==> config.mk <==
export PLATFORM = sky130hd
export DESIGN_NAME = bvh_fetch_arbiter_flat
export DESIGN_NICKNAME = d
export VERILOG_FILES = /design/src/rtl/bvh_fetch_arbiter_if.sv /design/src/rtl/bvh_fetch_arbiter.sv /design/src/flat_wrapper.sv
export SDC_FILE = /design/constraint.sdc
export NUM_CORES = 1
export LEC_CHECK = 0
export CAP_MARGIN = 20
export CELL_PAD_IN_SITES_DETAIL_PLACEMENT = 1
export CELL_PAD_IN_SITES_GLOBAL_PLACEMENT = 2
export CORE_AREA = 2 2 217 219
export DETAILED_ROUTE_END_ITERATION = 10
export DIE_AREA = 0 0 219 221
export GPL_TIMING_DRIVEN = 0
export HOLD_SLACK_MARGIN = 0.06
export PLACE_DENSITY = 0.83
export SYNTH_ARGS = -nofsm -noshare
export SYNTH_HDL_FRONTEND = slang
export SYNTH_SLANG_ARGS = --single-unit
==> constraint.sdc <==
create_clock -name clk -period 3.65 [get_ports clk]
set_input_delay 0.73 -clock clk [delete_from_list [all_inputs] [get_ports clk]]
set_output_delay 0.73 -clock clk [all_outputs]
set_load 0.02 [all_outputs]
==> src/rtl/bvh_fetch_arbiter_if.sv <==
// Handshake bundle between the BVH traversal requesters, the shared
// node/leaf memory read port and the fetch arbiter.
interface bvh_fetch_arbiter_if #(
  parameter int NUM_REQ    = 2,
  parameter int ADDR_WIDTH = 10,
  parameter int DATA_WIDTH = 256
);
  logic [NUM_REQ-1:0]            req_valid;
  logic [NUM_REQ*ADDR_WIDTH-1:0] req_index;
  logic [NUM_REQ-1:0]            req_ready;
  logic [NUM_REQ-1:0]            rsp_valid;
  logic [DATA_WIDTH-1:0]         rsp_data;
  logic                          mem_en;
  logic [ADDR_WIDTH-1:0]         mem_addr;
  logic [DATA_WIDTH-1:0]         mem_data;
  logic                          idle;

  modport master (
    output req_valid, req_index, mem_data,
    input  req_ready, rsp_valid, rsp_data, mem_en, mem_addr, idle
  );

  modport slave (
    input  req_valid, req_index, mem_data,
    output req_ready, rsp_valid, rsp_data, mem_en, mem_addr, idle
  );
endinterface

==> src/rtl/bvh_fetch_arbiter.sv <==
// Round-robin arbiter sharing one fixed-latency BVH memory read port between
// traversal requesters; a tag pipeline routes each returning word back.
module bvh_fetch_arbiter #(
  parameter int NUM_REQ      = 2,
  parameter int ADDR_WIDTH   = 10,
  parameter int DATA_WIDTH   = 256,
  parameter int READ_LATENCY = 2
) (
  input logic               clk,
  input logic               resetn,
  bvh_fetch_arbiter_if.slave bus
);

  localparam int ID_W = (NUM_REQ > 2) ? 2 : 1;
  typedef logic [ID_W-1:0] id_t;

  id_t                     rr_ptr_q, rr_ptr_d;
  logic [NUM_REQ-1:0]      busy_q, busy_d;
  logic [READ_LATENCY-1:0] tag_vld_q, tag_vld_d;
  id_t                     tag_id_q [READ_LATENCY];
  id_t                     tag_id_d [READ_LATENCY];

  logic [NUM_REQ-1:0] elig;
  logic               gnt_vld;
  id_t                gnt_id;
  logic               rsp_vld;
  id_t                rsp_id;

  // (base + off) mod NUM_REQ, valid for base < NUM_REQ and off <= NUM_REQ.
  function automatic id_t wrap_add(input id_t base, input int unsigned off);
    int unsigned s;
    s = 32'(base) + off;
    if (s >= unsigned'(NUM_REQ)) s = s - unsigned'(NUM_REQ);
    return id_t'(s);
  endfunction

  always_comb begin
    elig    = bus.req_valid & ~busy_q;
    gnt_vld = 1'b0;
    gnt_id  = '0;
    for (int unsigned k = 0; k < unsigned'(NUM_REQ); k++) begin
      if (!gnt_vld && elig[wrap_add(rr_ptr_q, k)]) begin
        gnt_vld = 1'b1;
        gnt_id  = wrap_add(rr_ptr_q, k);
      end
    end
    if (!resetn) gnt_vld = 1'b0;
  end

  assign rsp_vld = resetn && tag_vld_q[READ_LATENCY-1];
  assign rsp_id  = tag_id_q[READ_LATENCY-1];

  // A response never targets the requester being granted (it is still busy),
  // so the clear and the set touch different bits.
  always_comb begin
    busy_d = busy_q;
    if (rsp_vld) busy_d[rsp_id] = 1'b0;
    if (gnt_vld) busy_d[gnt_id] = 1'b1;

    rr_ptr_d = gnt_vld ? wrap_add(gnt_id, 1) : rr_ptr_q;

    tag_vld_d = '0;
    for (int unsigned s = 0; s < unsigned'(READ_LATENCY); s++) tag_id_d[s] = '0;
    tag_vld_d[0] = gnt_vld;
    tag_id_d[0]  = gnt_id;
    for (int unsigned s = 1; s < unsigned'(READ_LATENCY); s++) begin
      tag_vld_d[s] = tag_vld_q[s-1];
      tag_id_d[s]  = tag_id_q[s-1];
    end
  end

  always_ff @(posedge clk) begin
    if (!resetn) begin
      rr_ptr_q  <= '0;
      busy_q    <= '0;
      tag_vld_q <= '0;
      for (int unsigned s = 0; s < unsigned'(READ_LATENCY); s++) tag_id_q[s] <= '0;
    end else begin
      rr_ptr_q  <= rr_ptr_d;
      busy_q    <= busy_d;
      tag_vld_q <= tag_vld_d;
      for (int unsigned s = 0; s < unsigned'(READ_LATENCY); s++) tag_id_q[s] <= tag_id_d[s];
    end
  end

  always_comb begin
    bus.req_ready = '0;
    if (gnt_vld) bus.req_ready[gnt_id] = 1'b1;
    bus.mem_en   = gnt_vld;
    bus.mem_addr = gnt_vld ? bus.req_index[gnt_id*ADDR_WIDTH +: ADDR_WIDTH] : '0;
  end

  always_comb begin
    bus.rsp_valid = '0;
    bus.rsp_data  = '0;
    if (rsp_vld) begin
      bus.rsp_valid[rsp_id] = 1'b1;
      bus.rsp_data          = bus.mem_data;
    end
  end

  assign bus.idle = !resetn || ((busy_q == '0) && (bus.req_valid == '0));

endmodule

==> src/flat_wrapper.sv <==
// flat-port wrapper written by rule: the top's interface ports become plain ports
module bvh_fetch_arbiter_flat 
#(
  parameter int NUM_REQ      = 2,
  parameter int ADDR_WIDTH   = 10,
  parameter int DATA_WIDTH   = 256,
  parameter int READ_LATENCY = 2
)
  (clk, resetn, bus_req_valid, bus_req_index, bus_mem_data, bus_req_ready, bus_rsp_valid, bus_rsp_data, bus_mem_en, bus_mem_addr, bus_idle);
  bvh_fetch_arbiter_if #(.NUM_REQ(NUM_REQ), .ADDR_WIDTH(ADDR_WIDTH), .DATA_WIDTH(DATA_WIDTH)) bus_i ();
  input logic clk;
  input logic resetn;
  input wire logic [$bits(bus_i.req_valid)-1:0] bus_req_valid;
  input wire logic [$bits(bus_i.req_index)-1:0] bus_req_index;
  input wire logic [$bits(bus_i.mem_data)-1:0] bus_mem_data;
  output wire logic [$bits(bus_i.req_ready)-1:0] bus_req_ready;
  output wire logic [$bits(bus_i.rsp_valid)-1:0] bus_rsp_valid;
  output wire logic [$bits(bus_i.rsp_data)-1:0] bus_rsp_data;
  output wire logic [$bits(bus_i.mem_en)-1:0] bus_mem_en;
  output wire logic [$bits(bus_i.mem_addr)-1:0] bus_mem_addr;
  output wire logic [$bits(bus_i.idle)-1:0] bus_idle;
  assign bus_i.req_valid = bus_req_valid;
  assign bus_i.req_index = bus_req_index;
  assign bus_i.mem_data = bus_mem_data;
  assign bus_req_ready = bus_i.req_ready;
  assign bus_rsp_valid = bus_i.rsp_valid;
  assign bus_rsp_data = bus_i.rsp_data;
  assign bus_mem_en = bus_i.mem_en;
  assign bus_mem_addr = bus_i.mem_addr;
  assign bus_idle = bus_i.idle;
  bvh_fetch_arbiter #(.NUM_REQ(NUM_REQ), .ADDR_WIDTH(ADDR_WIDTH), .DATA_WIDTH(DATA_WIDTH), .READ_LATENCY(READ_LATENCY)) u_core (.clk(clk), .resetn(resetn), .bus(bus_i));
endmodule
==> metrics.md <==
| Metric | Value |
|---|---|
| Critical Path AT | `2.73 ns` |
| DRT met1 WL | `10080 um` |
| Pwr dens | `125.1 mW/mm2` |
| Drc violations | `0` |
| Final setup vio count | `0` |
| DR vias | `5222` |
| CTS tree | `yes` |
| Internal | `0.6898 mW` |
| Largest net degree at the start of global routing | `11` |
| Final HPWL DP | `25190 um` |
| Placement Rows | `79` |
| Gp weighted congestion | `0.9385` |
| RSZ-0062 raised after global routing | `false` |
| Synth top area share | `0.7187` |
| Die area | `0.04840 mm2` |
| First-pass GRT wire length | `37990 um` |
| Synthesis-stage register bit count | `7` |
| Critical path class | `input port to primary output` |
| Sw Ratio | `0.3593` |
| Remaining antenna violation count after routing | `0` |
| Fillers | `5521` |
| Met3 wire len | `3032 um` |
| WP data required | `2.92 ns` |
| Die Wd | `219 um` |
| Slew margin rel. | `0.4930` |
| Drt pass-1 iters | `4` |
| CTS max path bufs | `2` |
| Final hold violation count | `0` |
| Worst-path maximum fanout | `10` |
| Top-count cell post-synth | `and3_1` |
| Number of max-cap violations | `0` |
| Fraction of layout cells with a size suffix above 1 | `0.02967` |
| Number of global-route vias before repair | `5602` |
| Area of the multi-input gates | `0.001833 mm2` |
| Core Util, Final | `0.1868` |
| Gate power share | `0.745` |
| Total GRT Usage | `0.1064` |
| Highest metal used | `met4` |
| Hold-fix buffers, CTS | `0` |
| Reg power frac | `0.084` |
| CTS sink count | `7` |
| Leakage | `3.868 nW` |
| DP Cell Count | `1513` |
| FMAX | `289.2 MHz` |
| Hold Path Class | `flop to flop` |
| Outcome | `finished clean` |
| Die height | `221 um` |
| Total gr overflow | `0` |
| Maximum vdd drop | `0.1079 mV` |
| Starting Density | `0.04857` |
| Core Region | `0.04606 mm2` |
| Post-synth top area cell | `and3_1` |
| Initial antenna violation count | `2` |
| Yosys Warn Count | `0` |
| Synth top area cells | `and3_1 (72%), clkbuf_1 (7.7%), dfxtp_1 (6.3%), a22o_1 (3.9%), clkbuf_2 (1.6%)` |
| Syn_nets | `635` |
| Crit start category | `input port` |
| Synth Cell Area | `0.002237 mm2` |
| Final slew viol count | `0` |
| Layout area overhead | `284.7%` |
| Crit. End Element | `primary output` |
| Clock power share | `0.171` |
| DRT iter0 DRCs | `169` |
| H-tree depth | `1` |
| I/O pins | `552` |
| Ys flop type | `dfxtp_1` |
| Final WL | `28200 um` |
| Port bufs | `551` |
| Seq/Total Area, Yosys | `0.06264` |
| Mapped Cells | `355` |
| WL per Instance | `18.57 um` |
| Register area | `140.1 um2` |
| Root buffer cell | `clkbuf_16` |
| Cell variety after synth | `22` |
| CTS clk-pin slew, worst paths | `0.03 ns` |
| Tcrit/Tclk final | `0.9475` |
| Total CTS buffers | `3` |
| Met2 wire len | `14080 um` |
| Skew-Pair Late Insertion Delay | `0.23 ns` |
| Mapped Avg Cell Area | `6.302 um2` |
| Psw | `0.3868 mW` |
| Top cells by count, synth | `and3_1 (257), clkbuf_1 (46), a22o_1 (10)` |
| Async SR Flop Fraction | `0` |
| Worst clock skew | `0.0008317 ns` |
| Post-Layout Cell Count | `1519` |
| Clock period minus worst slack | `3.458 ns` |
| Post-synth EDFFs | `0` |
| Worst Tran Pin Value | `0.7604 ns` |
| Avg Vias per Cell | `3.438` |
| Fin nets | `1191` |
==> registers in the layout, indices dropped and copies added, names as in the netlist <==
signal and cells:
u_core.busy_q 2, u_core.rr_ptr_q 1, u_core.tag_id_q 2, u_core.tag_vld_q 2
==> path summary, 6_finish.rpt <==
check	to	slack, ns	startpoint	cells after the start
min reg2reg	u_core.tag_id_q[0][1]	0.43	u_core.tag_id_q[0][0]	1
min	u_core.tag_id_q[0][1]	0.43	u_core.tag_id_q[0][0]	1
max reg2reg	u_core.busy_q[1]	2.12	u_core.tag_vld_q[1]	4
max	bus_mem_addr[4]	0.19	bus_req_valid[0]	6
==> critical path, cell delays in order <==
cell             delay (ns)
clkdlybuf4s50_1        0.55
nand2b_4               0.08
a311oi_2               0.29
buf_4                  0.24
a22o_1                 0.18
clkdlybuf4s50_1        0.67
==> placed cells by master, fill, tap and decap left out, types with 3 or more instances in the layout <==
cell type	synthesis	layout
clkbuf_2	7	9
buf_4	3	3
and3_1	257	257
a22o_1	10	10
dfxtp_1	7	7
clkbuf_1	46	44
clkdlybuf4s50_1	0	549
clkbuf_16	0	3
a21oi_1	3	3
==> power by group through the flow <==
stage | combinational (mW) | clock (mW) | sequential [mW]
2_1_floorplan | 0.256 | 0 | 0.0894
3_3_place_gp | 0.799 | 0 | 0.0905
3_5_place_dp | 0.809 | 0 | 0.0915
4_1_cts | 0.813 | 0.188 | 0.0904
5_1_grt | 0.852 | 0.193 | 0.0913
6_report | 0.802 | 0.184 | 0.0903
==> cells by family after synthesis <==
family,share of synthesized area
buffers and inverters,0.1180
AO/OA/AOI/OAI,0.06431
AND/OR/NAND/NOR,0.7550
flip-flops,0.06264
==> metrics by stage <==
stage	setup slack (ns)	cell area (um2)	TNS, ns	hold slack, ns	power (mW)
after floorplan	1.369	2237	0	0.4119	0.3450
after global placement	-0.4378	8512	-59.36	0.4176	0.8896
after detailed placement	-0.4246	8512	-61.37	0.4255	0.9001
after CTS	0.08207	8601	0	0.4336	1.091
after global routing	0.001364	8603	0	0.4472	1.136
final	0.1916	8606	0	0.4303	1.077
==> what timing repair did <==
item / in CTS / in global routing
setup buffers: 0 / 0
resized for setup: 8 / 0
setup endpoints to repair: 267 / 0
==> layout make-up <==
cell class | count | share of cell area
clock buffer | 4 | 0.009160
antenna | 2 | 0.0005816
buffer | 60 | 0.03126
multi-input combinational | 286 | 0.2130
inverter | 2 | 0.0008723
sequential | 7 | 0.01628
tap | 607 | 0.08825
timing repair buffer | 551 | 0.6406
==> metal layers <==
metal | up-vias | global-route usage
li1 | 2416 | -
met1 | 2375 | 0.1105
met2 | 390 | 0.2000
met3 | 41 | 0.03134
met4 | 0 | 0.03793
met5 | - | 0
Note: power is estimated with default switching activity, not from simulation.
